**src/rtl/telem_ft_packer.sv**
```systemverilog
// Buffers 88-bit telemetry packets and streams each as a framed burst of 16-bit FT words.
// Optional trailing CRC-16/CCITT word is enabled by defining TELEM_FT_PACKER_CRC_EN.
module telem_ft_packer #(
  parameter int unsigned FIFO_DEPTH = 4,
  parameter logic [15:0] SYNC_WORD  = 16'hA55A
) (
  input  logic        clk,
  input  logic        rst_n,
  input  logic [87:0] packet_data,
  input  logic        packet_valid,
  output logic [15:0] ui_din,
  output logic [1:0]  ui_din_be,
  output logic        ui_din_valid,
  input  logic        ui_din_full,
  output logic [15:0] drop_count,
  output logic        busy
);

  localparam int unsigned AW = (FIFO_DEPTH > 1) ? $clog2(FIFO_DEPTH) : 1;
  localparam int unsigned CW = AW + 1;

`ifdef TELEM_FT_PACKER_CRC_EN
  typedef enum logic [1:0] {IDLE = 2'd0, SYNC = 2'd1, DATA = 2'd2, CRC = 2'd3} state_t;
`else
  typedef enum logic [1:0] {IDLE = 2'd0, SYNC = 2'd1, DATA = 2'd2} state_t;
`endif

  state_t         state_r;
  logic [2:0]     idx_r;
  logic [95:0]    frame_r;
  logic [15:0]    din_r;
  logic [1:0]     be_r;
  logic           valid_r;
  logic           busy_r;
  logic [15:0]    drop_r;
  logic [7:0]     seq_r;
  logic           arm_r;
  logic           full_r;
  logic [CW-1:0]  count_r;
  logic [AW-1:0]  wptr_r;
  logic [AW-1:0]  rptr_r;
  logic [95:0]    mem_r [FIFO_DEPTH];

  logic           accept_s;
  logic           push_s;
  logic           pop_s;
  logic           xfer_s;
  logic           last_s;
  logic           valid_nxt_s;
  logic [CW-1:0]  count_nxt_s;

  // Payload word k of a buffered {packet_data, seq} entry.
  function automatic logic [15:0] word_at(input logic [95:0] f, input logic [2:0] k);
    logic [15:0] w;
    case (k)
      3'd0:    w = f[95:80];
      3'd1:    w = f[79:64];
      3'd2:    w = f[63:48];
      3'd3:    w = f[47:32];
      3'd4:    w = f[31:16];
      3'd5:    w = f[15:0];
      default: w = 16'h0000;
    endcase
    return w;
  endfunction

`ifdef TELEM_FT_PACKER_CRC_EN
  // CRC-16/CCITT over the six payload words, MSB first.
  function automatic logic [15:0] crc16(input logic [95:0] f);
    logic [15:0] c;
    c = 16'hFFFF;
    for (int i = 95; i >= 0; i--) begin
      if (c[15] ^ f[i]) c = {c[14:0], 1'b0} ^ 16'h1021;
      else              c = {c[14:0], 1'b0};
    end
    return c;
  endfunction
`endif

  // Handshake decode and next-cycle buffer occupancy.
  always_comb begin
    accept_s = packet_valid & arm_r;
    push_s   = accept_s & ~full_r;
    xfer_s   = valid_r & ~ui_din_full;
    pop_s    = (state_r == IDLE) && (count_r != {CW{1'b0}});
`ifdef TELEM_FT_PACKER_CRC_EN
    last_s   = xfer_s && (state_r == CRC);
`else
    last_s   = xfer_s && (state_r == DATA) && (idx_r == 3'd5);
`endif
    count_nxt_s = count_r + CW'(push_s) - CW'(pop_s);
    valid_nxt_s = pop_s | (valid_r & ~last_s);
  end

  // Buffer pointers, sequence numbering and overflow accounting.
  always_ff @(posedge clk or negedge rst_n) begin
    if (!rst_n) begin
      wptr_r  <= {AW{1'b0}};
      rptr_r  <= {AW{1'b0}};
      count_r <= {CW{1'b0}};
      full_r  <= 1'b0;
      seq_r   <= 8'd0;
      drop_r  <= 16'd0;
      arm_r   <= 1'b0;
    end else begin
      arm_r   <= 1'b1;
      count_r <= count_nxt_s;
      full_r  <= (count_nxt_s == CW'(FIFO_DEPTH));
      if (accept_s) seq_r <= seq_r + 8'd1;
      if (push_s)   wptr_r <= wptr_r + AW'(1'b1);
      if (pop_s)    rptr_r <= rptr_r + AW'(1'b1);
      if (accept_s && full_r && (drop_r != 16'hFFFF)) drop_r <= drop_r + 16'd1;
    end
  end

  // Buffer storage; contents need no reset because occupancy is tracked by pointers.
  always_ff @(posedge clk) begin
    if (push_s) mem_r[wptr_r] <= {packet_data, seq_r};
  end

  // Frame sequencer; the presented word only changes on a transfer.
  always_ff @(posedge clk or negedge rst_n) begin
    if (!rst_n) begin
      state_r <= IDLE;
      idx_r   <= 3'd0;
      frame_r <= 96'd0;
      din_r   <= 16'h0000;
      be_r    <= 2'b00;
      valid_r <= 1'b0;
      busy_r  <= 1'b0;
    end else begin
      be_r    <= 2'b11;
      valid_r <= valid_nxt_s;
      busy_r  <= valid_nxt_s | (count_nxt_s != {CW{1'b0}});
      case (state_r)
        IDLE: if (pop_s) begin
          frame_r <= mem_r[rptr_r];
          din_r   <= SYNC_WORD;
          state_r <= SYNC;
        end
        SYNC: if (xfer_s) begin
          din_r   <= word_at(frame_r, 3'd0);
          idx_r   <= 3'd0;
          state_r <= DATA;
        end
        DATA: if (xfer_s) begin
          if (idx_r == 3'd5) begin
`ifdef TELEM_FT_PACKER_CRC_EN
            din_r   <= crc16(frame_r);
            state_r <= CRC;
`else
            din_r   <= 16'h0000;
            state_r <= IDLE;
`endif
          end else begin
            din_r <= word_at(frame_r, idx_r + 3'd1);
            idx_r <= idx_r + 3'd1;
          end
        end
`ifdef TELEM_FT_PACKER_CRC_EN
        CRC: if (xfer_s) begin
          din_r   <= 16'h0000;
          state_r <= IDLE;
        end
`endif
        default: state_r <= IDLE;
      endcase
    end
  end

  assign ui_din       = din_r;
  assign ui_din_be    = be_r;
  assign ui_din_valid = valid_r;
  assign drop_count   = drop_r;
  assign busy         = busy_r;

endmodule

```
**config.mk**
```make
export PLATFORM = sky130hd
export DESIGN_NAME = telem_ft_packer
export DESIGN_NICKNAME = d
export VERILOG_FILES = /design/src/rtl/telem_ft_packer.sv
export SDC_FILE = /design/constraint.sdc
export NUM_CORES = 1
export LEC_CHECK = 0
export BUFFER_PORTS_ARGS = -buffer_cell sky130_fd_sc_hd__buf_2
export CAP_MARGIN = 0
export CORE_ASPECT_RATIO = 1.2
export CORE_MARGIN = 2
export CORE_UTILIZATION = 54
export CTS_CLUSTER_DIAMETER = 120
export DETAILED_ROUTE_END_ITERATION = 10
export PLACE_DENSITY = 0.72
export REMOVE_ABC_BUFFERS = 1
export SYNTH_ARGS = -nofsm -noshare
export SYNTH_HDL_FRONTEND = slang
export SYNTH_SLANG_ARGS = --single-unit
```
**constraint.sdc**
```tcl
create_clock -name clk -period 3.3 [get_ports clk]
set_input_delay 0.165 -clock clk [delete_from_list [all_inputs] [get_ports clk]]
set_output_delay 0.165 -clock clk [all_outputs]
set_load 0.005 [all_outputs]
```
Word-level counts from Yosys, hierarchy flattened:

Memories as Yosys holds them, arrays and structs flattened. A register that Yosys moved wholly into a read port is not among the register bits.
Index checks and enable logic that the tools add are counted.

* add/subtract/negate cells: 7
* $mul: 0
* div/mod/pow operators: 0
* $lt $le $gt $ge: 0
* equal/unequal tests: 15
* shifts and indexed selects: 0
* muxes and demuxes: 17
* bitwise logic cells: 9
* reduce and logical (&&, ||, !) cells: 16

Operator list (number)
* $pmux W16 S6: 1
* $mux W16: 4
* $pmux W16 S3: 1
* $add A16 B1 Y16 const B: 1
* $ne A16 B16 Y1 const B: 1
* $eq A3 B3 Y1 const B: 4
* $reduce_and A4 Y1: 3
* $mux W3: 3
* $reduce_bool A3 Y1: 3
* $add A8 B1 Y8 const B: 1
* $mux W2: 4
* $ne A2 B2 Y1 const B: 4
* $eq A3 B2 Y1 const B: 2
* $pmux W2 S3: 1
* $pmux W3 S2: 1
* $logic_and A1 B1 Y1: 5
* $add A2 B1 Y2 const B: 2
* $and A1 B1 Y1: 4
* $add A3 B1 Y3: 1
* $add A3 B1 Y3 const B: 1
* $eq A3 B1 Y1 const B: 1
* $logic_not A3 Y1: 1
* $not A1 Y1: 3
* $sub A3 B1 Y3: 1
* other kinds (9): 11

* bits in registers: 57
* latch bits: 0
* RAM bits: 384
* bits in read-only memories: 0
* output and inout bits: 36
* logic and storage cells: 78
* memories kept: 1

Memories
* mem_r: words 4, bits a word 96, rd ports 1, clocked after memory_dff 1, write ports 1, RTL line 42 `logic [95:0] mem_r [FIFO_DEPTH];`

Longest topological paths before layout:

Gate-level depths: netlist of run 1.

* depth in word-level cells: 8
* mapped depth: 15
* depth with buffers taken out: 13

Worst setup path before layout of run 1:

OpenSTA, ideal clock, no wires.

* path type: reg-to-reg
* from: reg, netlist name ui_din_be[0]
* to: mem mem_r[0][0], enable pin
* library setup time: 0.466 ns
* arrival time: 3.092 ns
* data required time: 2.834 ns
* path slack: -0.257 ns
* stages on the path, launching flop included: 4
* period minus slack after synthesis: 3.557 ns
* path through: dfrtp_1 -> nand2_1 -> nor2_1 -> and2_1

RTL lines (RTL line)
* end: declaration: 42

Worst setup path after layout of run 1:

* from: reg count_r[1]
* to: reg busy_r (netlist: busy)

* word-level cells in the longest chain between the ends: 5
* elaborated cells between the ends (all ways): 7
* classes of those cells: add/sub (2); bitwise (2); reduce/logical (3)

RTL lines
* start: declaration: RTL line 39 `logic [CW-1:0] count_r;`
* start signal: assignment: RTL line 100 `count_r <= {CW{1'b0}};`
* start signal: assignment: RTL line 107 `count_r <= count_nxt_s;`
* parallel branches: the longest is 2 deep, another holds $add A3 B1 Y3
* $sub A3 B1 Y3 *: RTL line 91 `count_nxt_s = count_r + CW'(push_s) - CW'(pop_s);`
* net count_nxt_s[2]: RTL line 50 `logic [CW-1:0] count_nxt_s;`
* $reduce_bool A3 Y1 *: RTL line 134 `busy_r <= valid_nxt_s | (count_nxt_s != {CW{1'b0}});`
* $or A1 B1 Y1 *: RTL line 134
* end signal: assignment: RTL line 134
* end: declaration: RTL line 34 `logic busy_r;`

Mark *: on every way through the listed nets, which the timed path passes.
A chain may end at the register's enable or synchronous reset.

==> run summary, run 1 <==
The count of final setup violators came out at 0. The number of synthesis warnings is 0. By count the netlist is led by edfxtp_1 (384), nand2_1 (327), dfrtp_1 (152).

The congestion estimate from routability-driven global placement came to 0.801. The routed metal-1 wirelength came out at 17400 um. Yosys mapped a number of flops with a built-in enable equal to 384.

Across the run, the number of max-cap violations was 0. The fraction of layout instances using a drive strength above 1 came out at 23.5%. The average wire per cell in the routed design came out at 20.7 um.

The maximum fanout along the worst path is 5. The final layout net count came out at 1620. The pin count of the biggest net entering global routing came out at 99. The per-cell via count in the routed design is 5.64.

The final global-route overflow total came out at 0. The most repeated cell in the gate-level netlist after synthesis is edfxtp_1. TritonCTS built the clock tree.

The area growth from synthesis to layout is 18.9%. The worst slack at placement is 371 ps. The max-slew violation count is 0. The total die area is 40400 sq um. The static leakage is 9.61 nW. The clock sink count came out at 536. Yosys attributes the largest share of cell area to edfxtp_1 (55%), dfrtp_1 (18%), mux4_2 (10%). After filler insertion, the fill cell instance count of the layout stands at 2663. The number of cells produced by synthesis is 1275. Data on the critical path arrives at its endpoint at 3390 ps. The clock insertion delay at the later pin of the skew report is 570 ps. The worst hold path belongs to the class input pin to async pin. The number of vias in the routed layout came out at 11500. In this run the number of H-tree levels came out at 2. The average cell area after synthesis came out at 16.4 sq um.

Detailed routing placed a total of 2090 um of wire on met3. The clock-pin slew of the registers on the worst-case setup and hold paths is 70 ps. The effective utilization at floorplan came out at 54.4%.

In the finished design, the share of the clock period the worst path needs comes to 89.3%. The count of TritonRoute iterations in the first routing pass came out at 9. The share of synthesized area occupied by flip-flops and latches came out at 73.2%. The share of synthesized flip-flops with an asynchronous set or reset is 28.4%. The power density over the cells came out at 862 nW/um^2. The number of global-route vias before repair was 11900. The top achievable clock speed came out at 0.339 GHz.

In the routed design, unresolved DRC markers number 0. The count of buffers added on input and output ports is 127. The number of buffers on the longest clock path came out at 3.

The number of buffers created by CTS is 50. The flip-flop and latch count after synthesis came out at 536. The worst path needs 2950 ps of the cycle, external delays included. The worst-case IR drop observed on VDD is 0.837 mV. The data required time of the worst path is 3740 ps. The top routing layer in use is met4. In the global route stage, overall resource usage came out at 21.4%. The wire length reported by the detailed router came out at 42200 um. The flow ran to the end, and the final reports show no timing, DRC or antenna violations. Summed over all instances, the cell type with the most area after synthesis is edfxtp_1. The number of antenna violations at the first check in global routing is 1. The finished cells cover 24900 sq um. 128 I/O pins were placed. The final-report hold violation count was 0.

The count of unique library cells instantiated by Yosys is 55. The remaining max-slew budget at the tightest pin is 29.0%. The core area came out at 38500 sq um. The remaining number of nets flagged by the antenna check after routing came out at 0. The width of the die is 184 um.

The worst setup slack after layout came out at 352 ps. The start-to-end type of the worst setup path is register to register. The share of the synthesized area in the top cell type came out at 55.0%. The starting DRC count in detailed routing is 959.

The routed wire length on met2 came out at 21400 um. The worst hold slack across all endpoints is 82.0 ps. The mapped netlist covers 21000 sq um. The worst setup path is captured at a register. The quantity of gates resized following cts is 0. The half-perimeter wire length after placement is 25400 um. The first global-routing pass estimated 66100 um of wire. Setup repair after global routing left no endpoint under its margin. After detailed placement, the total cell area comes to 22300 sq um. STA classifies the critical path startpoint as a register. The transition at the pin with the smallest max-transition slack came out at 1070 ps. The chip height came out at 220 um. The largest clock skew in the final design came out at 12.4 ps. The buffers inserted during post-CTS setup optimization is 0. The row count came out at 79. The tree is rooted in a clkbuf_16.

For this run, the leading register cell type out of synthesis is edfxtp_1.
## timing repair
action                                  in CTS  in global routing
hold buffers                                91                  0
endpoints found under the setup margin       0                  0
endpoints found under the hold margin      462                  0
## final cells by class
| type | instances | area (sq um) | area share (%) |
|---|---|---|---|
| sequential | 536 | 15300 | 61.6 |
| clock buffer | 71 | 1440 | 5.79 |
| timing repair buffer | 248 | 1890 | 7.59 |
| antenna | 1 | 2.50 | 0.0100 |
| clock inverter | 23 | 299 | 1.20 |
| tap | 486 | 608 | 2.44 |
| inverter | 14 | 53.8 | 0.216 |
| multi-input combinational | 660 | 5280 | 21.2 |
## cells in the final DEF, fill, tap and decap left out, types with 16 or more instances in the layout
master,Yosys,layout
a22oi_1,16,16
buf_2,25,126
clkbuf_16,0,53
dfrtp_1,152,150
mux4_2,96,96
buf_4,10,21
edfxtp_1,384,384
nand3_1,16,16
nor2_1,23,23
nand2_1,327,327
ha_1,17,17
dlygate4sd3_1,0,91
## worst max-delay path, stage by stage (launching register included)
cell	delay [ps]
dfrtp_1	450
nor3_4	310
nand2b_4	200
clkinv_2	50
ha_1	260
inv_1	70
ha_1	150
inv_1	50
fa_1	370
xor2_1	170
xnor2_1	200
inv_1	70
or4_1	470
## routing by layer
layer / vias to the layer above / track usage [%]
met4: 0 / 7.76
met3: 86 / 3.37
met2: 323 / 36.6
met1: 5843 / 28.2
met5: - / 0
li1: 5251 / -
## stage by stage
stage               cells  utilization, %  total power, mW  TNS [ps]
detailed placement   1853            57.8             15.5         0
CTS                  2038            64.6             21.7         0
floorplan            1210               -             13.7   -261690
global route         2039            64.7             22.7         0
global placement     1853            57.8             15.4         0
finish               2039            64.7             21.5         0
## state kept, by name, indices dropped and copies added (netlist names), 2 cells and up
name and count:
frame_r 96, count_r 3, state_r 2, seq_r 8
drop_count 16, mem_r 384, ui_din 16, rptr_r 2
wptr_r 2, idx_r 3
## worst paths after layout
check                                     start             to  slack (ps)  cells past startpoint
worst min-delay path                      rst_n  drop_count[5]          80                      2
min in group clk                packet_data[24]   mem_r[2][32]         340                      2
worst max register to register       count_r[1]           busy         350                     12
max in group asynchronous                 rst_n    frame_r[56]        2270                      3
worst max-delay path                 count_r[1]           busy         350                     12
worst min register to register      frame_r[28]    frame_r[28]         470                      2
## where the power goes
group	switching, mW	internal [mW]	leakage, nW
Combinational	3.40	2.60	3.40
Clock	2.41	3.60	0.841
Sequential	0.850	8.62	5.37
## cell families (layout without fill, tap and decap cells)
group,count (synthesis),after routing,synth area share (%)
simple gates,413,413,8.26
mux,116,116,11.4
other cells,1,2,0.0179
compound gates,88,88,3.21
buf+inv,79,356,1.78
flops,536,536,73.2
fa+ha+maj,18,18,1.11
xor+xnor,24,24,1.04
(Power assumes the default switching activity.)
==> run 2: changes to the inputs <==
--- a/config.mk
+++ b/config.mk
@@ -9,10 +9,10 @@
 export CAP_MARGIN = 0
 export CORE_ASPECT_RATIO = 1.2
 export CORE_MARGIN = 2
-export CORE_UTILIZATION = 54
+export CORE_UTILIZATION = 45
 export CTS_CLUSTER_DIAMETER = 120
 export DETAILED_ROUTE_END_ITERATION = 10
-export PLACE_DENSITY = 0.72
+export PLACE_DENSITY = 0.61
 export REMOVE_ABC_BUFFERS = 1
 export SYNTH_ARGS = -nofsm -noshare
 export SYNTH_HDL_FRONTEND = slang
==> run summary, run 2 (same netlist as run 1, synthesis figures left out) <==
Result of the run: completed (unchanged). The total die area came out at 48300 sq um (was 40400 sq um). The synthesis-to-finish area growth is 19.2% (was 18.9%). RSZ-0062 raised after global routing: no (unchanged). The H-tree depth was 2 (unchanged). The cell-internal power is 14.6 mW (was 14.8 mW). The quantity of gates resized following cts is 0 (unchanged). The power share of the sequential group came out at 44.2% (was 44.1%). The count of buffers inserted at the top-level ports is 127 (unchanged).

The portion of the clock cycle consumed by the worst path in the final layout is 88.3% (was 89.3%). The transition at the pin with the smallest max-transition slack is 1080 ps (was 1070 ps). The buffers inserted during post-CTS setup optimization is 0 (unchanged). The static leakage came out at 9.56 nW (was 9.61 nW). Commonest cells after routing, fill and taps aside: edfxtp_1 (384), nand2_1 (327), dfrtp_1 (150) (unchanged). The most common cell after layout, fill and taps aside is edfxtp_1 (unchanged). The global-route wire length before repair came out at 69000 um (was 66100 um).

The cell at the root of the clock tree is clkbuf_16 (unchanged). The clock sink count is 536 (unchanged). The count of final setup violators is 0 (unchanged). The total power consumption of the routed design came out at 21.2 mW (was 21.5 mW). The family with the most delay on the worst path was simple AND/OR/NAND/NOR gates (unchanged).

The final instance area is 25000 sq um (was 24900 sq um). The final layout net count is 1620 (unchanged). The max-slew violation count came out at 0 (unchanged).

The worst slack at placement is 371 ps (about the same). The timing startpoint of the critical path was count_r[1] (unchanged). The flip-flop count of the largest register after layout came out at 384 (unchanged). The number of buffer and inverter instances along the worst setup path is 4 (unchanged). The minimum clock period after layout came out at 2910 ps (was 2950 ps). Cell-by-cell trace of the critical path: nor3_4 -> nand2b_4 -> clkinv_2 -> ha_1 -> inv_1 -> ha_1 -> inv_1 -> fa_1 -> xor2_1 -> xnor2_1 -> inv_1 -> or4_1 (unchanged). The kind of start point of the critical path was a register (unchanged). The switching power is 6.69 mW (was 6.66 mW). The type of element capturing the critical path is a register (unchanged). The average wire per cell in the routed design is 20.1 um (was 20.7 um). The chip height came out at 240 um (was 220 um). The register-to-register setup slack came out at 390 ps (was 350 ps). The final global-route overflow total is 0 (unchanged).

The number of buffers created by CTS is 52 (was 50). The global placer's final weighted congestion came out at 0.778 (was 0.801). The starting DRC count in detailed routing is 656 (was 959). The start-to-end type of the worst setup path is register to register (unchanged). The instance count on the critical path came to 12 (unchanged).

The antenna diode count was 0 (was 1). The wire length reported by the detailed router is 43500 um (was 42200 um). The number of standard cells in the final layout excluding fillers came out at 2168 (was 2039).

The maximum fanout along the worst path is 5 (unchanged). Largest registers: mem_r x384, frame_r x96 (unchanged). The number of buffers inserted by hold repair at cts came out at 91 (unchanged).

The signal arrival time at the worst endpoint is 3370 ps (was 3390 ps). The path class of the lowest-slack min-delay path is input pin to async pin (unchanged). The data required time of the worst path is 3760 ps (was 3740 ps). The peak supply drop came to 0.789 mV (was 0.837 mV). The end point of the critical path is busy (unchanged).

The pin count of the biggest net entering global routing came to 99 (unchanged). The clock network power share is 27.2% (was 28.0%). The endpoint of the most critical register-to-register path is busy (unchanged). The number of vias in the routed layout is 11300 (was 11500). The number of top-level pins came out at 128 (unchanged). The per-cell via count in the routed design is 5.21 (was 5.64). The remaining max-slew budget at the tightest pin came out at 28.0% (was 29.0%). The power density over the cells was 851 nW/um^2 (was 862 nW/um^2).

The remaining number of nets flagged by the antenna check after routing was 0 (unchanged). The number of cells after detailed placement was 1981 (was 1853). The core area was 45900 sq um (was 38500 sq um). The clock-pin slew of the registers on the worst-case setup and hold paths is 60 ps (was 70 ps). The start of the worst register-to-register path is count_r[1] (unchanged). The path depth of the worst reg2reg path is 12 (unchanged). The cell with the largest stage delay on the worst path is or4_1 (unchanged). The number of global-route vias before repair is 12100 (was 11900). The largest clock skew in the final design came out at 21.7 ps (was 12.4 ps). The number of buffers on the longest clock path is 3 (unchanged).

The combinational group share of total power is 28.6% (was 27.9%). The switching share of total power is 31.5% (was 31.0%). The row count is 86 (was 79). The clock tree from TritonCTS is done (unchanged). The most numerous cell on the critical path is inv_1 (unchanged). The top achievable clock speed came out at 0.343 GHz (was 0.339 GHz). The number of remaining DRC errors came to 0 (unchanged). The effective utilization at floorplan came out at 45.6% (was 54.4%). The largest register by flop count is mem_r (unchanged). The clock insertion delay at the later pin of the skew report came out at 590 ps (was 570 ps). The width of the die is 201 um (was 184 um). The count of TritonRoute iterations in the first routing pass came out at 8 (was 9).

The number of antenna violations at the first check in global routing came out at 0 (was 1). The fraction of layout instances using a drive strength above 1 is 23.4% (was 23.5%). The placed cell area was 22400 sq um (was 22300 sq um). The worst setup slack after layout came to 386 ps (was 352 ps). The count of maximum capacitance violations is 0 (unchanged). The final-report hold violation count came out at 0 (unchanged). The global-route usage over all layers is 18.6% (was 21.4%). The half-perimeter wire length after placement came out at 26200 um (was 25400 um). The largest incremental delay on the critical path came out at 460 ps (was 470 ps).
-- run 2: cell count changes in the layout (fill, tap and decap cells not counted) --
| cell | change |
|---|---|
| buf_4 | -1 |
| clkinv_1 | +3 |
| inv_8 | -1 |
| ha_1 | -1 |
| buf_12 | -1 |
| ha_2 | +1 |
| inv_6 | -1 |
| clkinv_2 | +4 |
| clkinvlp_4 | -1 |
| clkbuf_8 | +2 |
| bufinv_16 | -4 |
| diode_2 | -1 |
-- run 2: layout make-up --
cell class                      count  area, sq um
Clock buffer                       73         1470
Clock inverter                     23          183
Fill cell                        3752        21000
Inverter                           14         53.8
Multi-Input combinational cell    660         5290
Sequential cell                   536        15300
Tap cell                          616          771
Timing Repair Buffer              246         1860
-- run 2: per-layer routing --
metal	routed length [um]	track usage [%]	vias up	part of all wire, %
li1	-	-	5246	-
met1	18500	24.0	5775	43
met2	21900	31.6	211	50
met3	1820	3.46	66	4.2
met4	1280	6.51	0	3.0
met5	0	0	-	0
-- run 2: through the flow --
stage,util (%),TNS [ps],hold WS [ps]
2_1_floorplan,-,-261690,-131
3_3_place_gp,48.8,0,264
3_5_place_dp,48.8,0,273
4_1_cts,54.3,0,227
5_1_grt,54.3,0,265
6_report,54.3,0,198
-- run 2: worst min-delay path by stage --
stage | slack [ps] | depth (start not counted) | from | to
after floorplan | -130 | 0 | rst_n | busy
after global placement | 260 | 1 | rst_n | drop_count[5]
after detailed placement | 270 | 1 | rst_n | drop_count[5]
after CTS | 230 | 2 | rst_n | drop_count[6]
after global routing | 260 | 2 | rst_n | drop_count[6]
final | 200 | 2 | rst_n | drop_count[6]
-- run 2: power by group through the flow --
| stage | sequential, mW | combinational [mW] | clock, mW |
|---|---|---|---|
| after global routing | 9.54 | 6.81 | 6.18 |
| after global placement | 9.48 | 6.04 | 0 |
| after CTS | 9.40 | 6.24 | 5.91 |
| final | 9.39 | 6.07 | 5.78 |
| after detailed placement | 9.52 | 6.12 | 0 |
| after floorplan | 9.65 | 4.05 | 0 |
==> run 3: changes to the inputs <==
--- a/config.mk
+++ b/config.mk
@@ -5,6 +5,7 @@
 export SDC_FILE = /design/constraint.sdc
 export NUM_CORES = 1
 export LEC_CHECK = 0
+export ABC_AREA = 1
 export BUFFER_PORTS_ARGS = -buffer_cell sky130_fd_sc_hd__buf_2
 export CAP_MARGIN = 0
 export CORE_ASPECT_RATIO = 1.2
@@ -12,6 +13,7 @@
 export CORE_UTILIZATION = 45
 export CTS_CLUSTER_DIAMETER = 120
 export DETAILED_ROUTE_END_ITERATION = 10
+export HOLD_SLACK_MARGIN = 0.1
 export PLACE_DENSITY = 0.61
 export REMOVE_ABC_BUFFERS = 1
 export SYNTH_ARGS = -nofsm -noshare
==> run summary, run 3 <==
Result of the run: completed (unchanged). The clock insertion delay at the later pin of the skew report was 580 ps (was 590 ps). The H-tree depth is 2 (unchanged). The number of antenna violations at the first check in global routing is 2 (was 0).

The count of TritonRoute iterations in the first routing pass was 5 (was 8). The clock sink count came out at 536 (unchanged). The start-to-end type of the worst setup path is register to register (unchanged). The count of flip-flops with a built-in enable after synthesis came out at 384 (unchanged). The most repeated cell in the gate-level netlist after synthesis was nor2_1 (was edfxtp_1). The flip-flop count of the largest register after layout came out at 384 (unchanged). Cell types occupying the most area after synthesis: edfxtp_1 (53%), dfrtp_1 (17%), nor2_1 (8.3%) (was edfxtp_1 (55%), dfrtp_1 (18%), mux4_2 (10%)).

The share of synthesized flip-flops with an asynchronous set or reset came out at 28.4% (unchanged). The number of buffers created by CTS is 52 (unchanged). The transition at the pin with the smallest max-transition slack came out at 939 ps (was 1080 ps). The peak supply drop came to 0.686 mV (was 0.789 mV).

The static leakage came out at 9.79 nW (was 9.56 nW). The wire length reported by the detailed router is 51600 um (was 43500 um). The clock-pin slew of the registers on the worst-case setup and hold paths is 60 ps (about the same). The half-perimeter wire length after placement came out at 29800 um (was 26200 um).

The row count came out at 88 (was 86). The number of buffers on the longest clock path is 3 (unchanged). The pin count of the biggest net entering global routing was 194 (was 99). The remaining number of nets flagged by the antenna check after routing is 0 (unchanged).

The path class of the lowest-slack min-delay path is input pin to async pin (unchanged). The core area is 47900 sq um (was 45900 sq um). The largest clock skew in the final design is 23.7 ps (was 21.7 ps).

Commonest cells after routing, fill and taps aside: nor2_1 (475), edfxtp_1 (384), o21ai_0 (225) (was edfxtp_1 (384), nand2_1 (327), dfrtp_1 (150)). The count of unique library cells instantiated by Yosys came out at 34 (was 55). The portion of the clock cycle consumed by the worst path in the final layout was 73.3% (was 88.3%). The signal arrival time at the worst endpoint is 2920 ps (was 3370 ps). The effective utilization at floorplan was 45.4% (was 45.6%). The remaining max-slew budget at the tightest pin is 37.4% (was 28.0%). The count of maximum capacitance violations is 0 (unchanged). The synthesis-to-finish area growth was 18.2% (was 19.2%). Top post-synthesis cells by count: nor2_1 (479), edfxtp_1 (384), o21ai_0 (225) (was edfxtp_1 (384), nand2_1 (327), dfrtp_1 (152)). The data required time of the worst path is 3800 ps (was 3760 ps). The final-report hold violation count came to 0 (unchanged).

The count of final setup violators came out at 0 (unchanged). The primary flip-flop cell chosen by synthesis mapping is edfxtp_1 (unchanged). The most common cell after layout, fill and taps aside is nor2_1 (was edfxtp_1).

The share of the synthesized area in the top cell type is 53.0% (was 55.0%). The cell area after synthesis is 21700 sq um (was 21000 sq um). Largest registers: mem_r x384, frame_r x96 (unchanged).

The number of cells produced by synthesis was 1912 (was 1275). The width of the die was 205 um (was 201 um). The quantity of gates resized following cts was 0 (unchanged).

The total die area came to 50100 sq um (was 48300 sq um). The share of synthesized area occupied by flip-flops and latches came to 70.5% (was 73.2%). The largest register by flop count was mem_r (unchanged). The number of top-level pins is 128 (unchanged). The chip height is 245 um (was 240 um). The per-cell via count in the routed design came out at 5.30 (was 5.21).

The final global-route overflow total came out at 0 (unchanged). The buffers inserted during post-CTS setup optimization was 0 (unchanged). The dominant cell type by area after synthesis was edfxtp_1 (unchanged). The fraction of layout instances using a drive strength above 1 is 12.1% (was 23.4%). The maximum fanout along the worst path came out at 25 (was 5). The average cell area after synthesis came to 11.4 sq um (was 16.4 sq um). The global-route usage over all layers came out at 20.7% (was 18.6%).

The top achievable clock speed came out at 0.413 GHz (was 0.343 GHz). RSZ-0062 raised after global routing: no (unchanged). The number of global-route vias before repair is 14300 (was 12100). The global placer's final weighted congestion is 0.830 (was 0.778). The count of buffers inserted at the top-level ports came out at 127 (unchanged). The flip-flop and latch count after synthesis came out at 536 (unchanged). The average wire per cell in the routed design came out at 18.6 um (was 20.1 um).

The number of synthesis warnings came out at 0 (unchanged). The type of element capturing the critical path is a register (unchanged). The number of remaining DRC errors is 0 (unchanged).

The global-route wire length before repair came out at 81000 um (was 69000 um). The cell at the root of the clock tree is clkbuf_16 (unchanged). The max-slew violation count came out at 0 (unchanged). The starting DRC count in detailed routing came out at 1228 (was 656).

The final core utilization came to 53.7% (was 54.3%). The minimum clock period after layout is 2420 ps (was 2910 ps). The final layout net count was 2210 (was 1620).

The clock tree from TritonCTS is done (unchanged). The number of vias in the routed layout came out at 14700 (was 11300). The worst slack at placement came out at 888 ps (was 371 ps). The worst hold slack across all endpoints came to 215 ps (was 198 ps). The kind of start point of the critical path is a register (unchanged). The power density over the cells came out at 896 nW/um^2 (was 851 nW/um^2).

The worst setup slack after layout came out at 882 ps (was 386 ps).
==> run 3: cell types whose count changed after synthesis, sizes merged, moves of 18 or more <==
cell / change
nand3: +51
nor2: +458
a31oi: +76
o21ai: +221
nand4: +20
nand2: -134
mux4: -96
buf: +39
inv: +73
o22ai: +18
==> run 3: timing repair <==
action                                  4_1_cts  5_1_grt
hold endpoints to repair                    439        0
endpoints found under the setup margin        0        0
hold buffers                                 91        0
==> run 3: final timing paths <==
check,from,endpoint,cells after the start,slack (ps)
hold reg to reg,drop_count[3],drop_count[3],1,510
max in group asynchronous,rst_n,idx_r[2],3,2100
setup / recovery,state_r[1],ui_din[12],7,880
hold / removal,rst_n,frame_r[17],2,210
setup reg to reg,state_r[1],ui_din[12],7,880
min in group clk,packet_data[51],mem_r[2][59],2,330
==> run 3: cell families (layout without fill, tap and decap cells) <==
logic type	count (synthesis)	count (layout)	share of synthesized area, %
buffers and inverters	200	432	3.96
xor gates and xnor gates	24	24	0.966
other	1	2	0.0172
adders and majority gates	18	18	1.07
AOI/OAI and AO/OA	350	350	8.70
and+or+nand+nor	783	783	14.8
DFF	536	536	70.5
==> run 3: critical path, stage by stage (launching register included) <==
cell	delay (ps)
dfrtp_1	390
inv_1	80
ha_1	420
o21ai_0	240
nand3b_2	530
nor2_2	510
nand2_1	100
nand2_1	70
==> run 3: layout make-up <==
cell class	instances	area, sq um
Sequential cell	536	15300
Multi-Input combinational cell	1176	5580
Antenna cell	1	2.50
Fill cell	4049	22200
Inverter	87	335
Clock buffer	85	1570
Tap cell	630	788
Timing Repair Buffer	247	1880
Clock inverter	13	199
==> run 3: metrics by stage <==
stage,instances,instance area (sq um),TNS [ps],power (mW)
finish,2775,25700,0,23.0
global route,2775,25700,0,24.5
CTS,2774,25700,0,23.2
detailed placement,2585,23000,0,17.1
global placement,2585,23000,0,16.9
floorplan,1799,21200,-1057160,14.4
==> run 3: routing by layer <==
metal,wire length [um],part of all wire (%),GRT usage (%)
met5,0,0,0
met4,1220,2.4,5.95
met3,2710,5.2,2.73
met2,25600,50,35.6
met1,22100,43,27.6
==> run 3: power by group <==
part	leakage, nW	internal (mW)	switching, mW	total (mW)
Sequential	5.27	8.64	0.867	9.50
Clock	0.858	3.64	2.43	6.07
Combinational	3.66	2.43	5.03	7.46
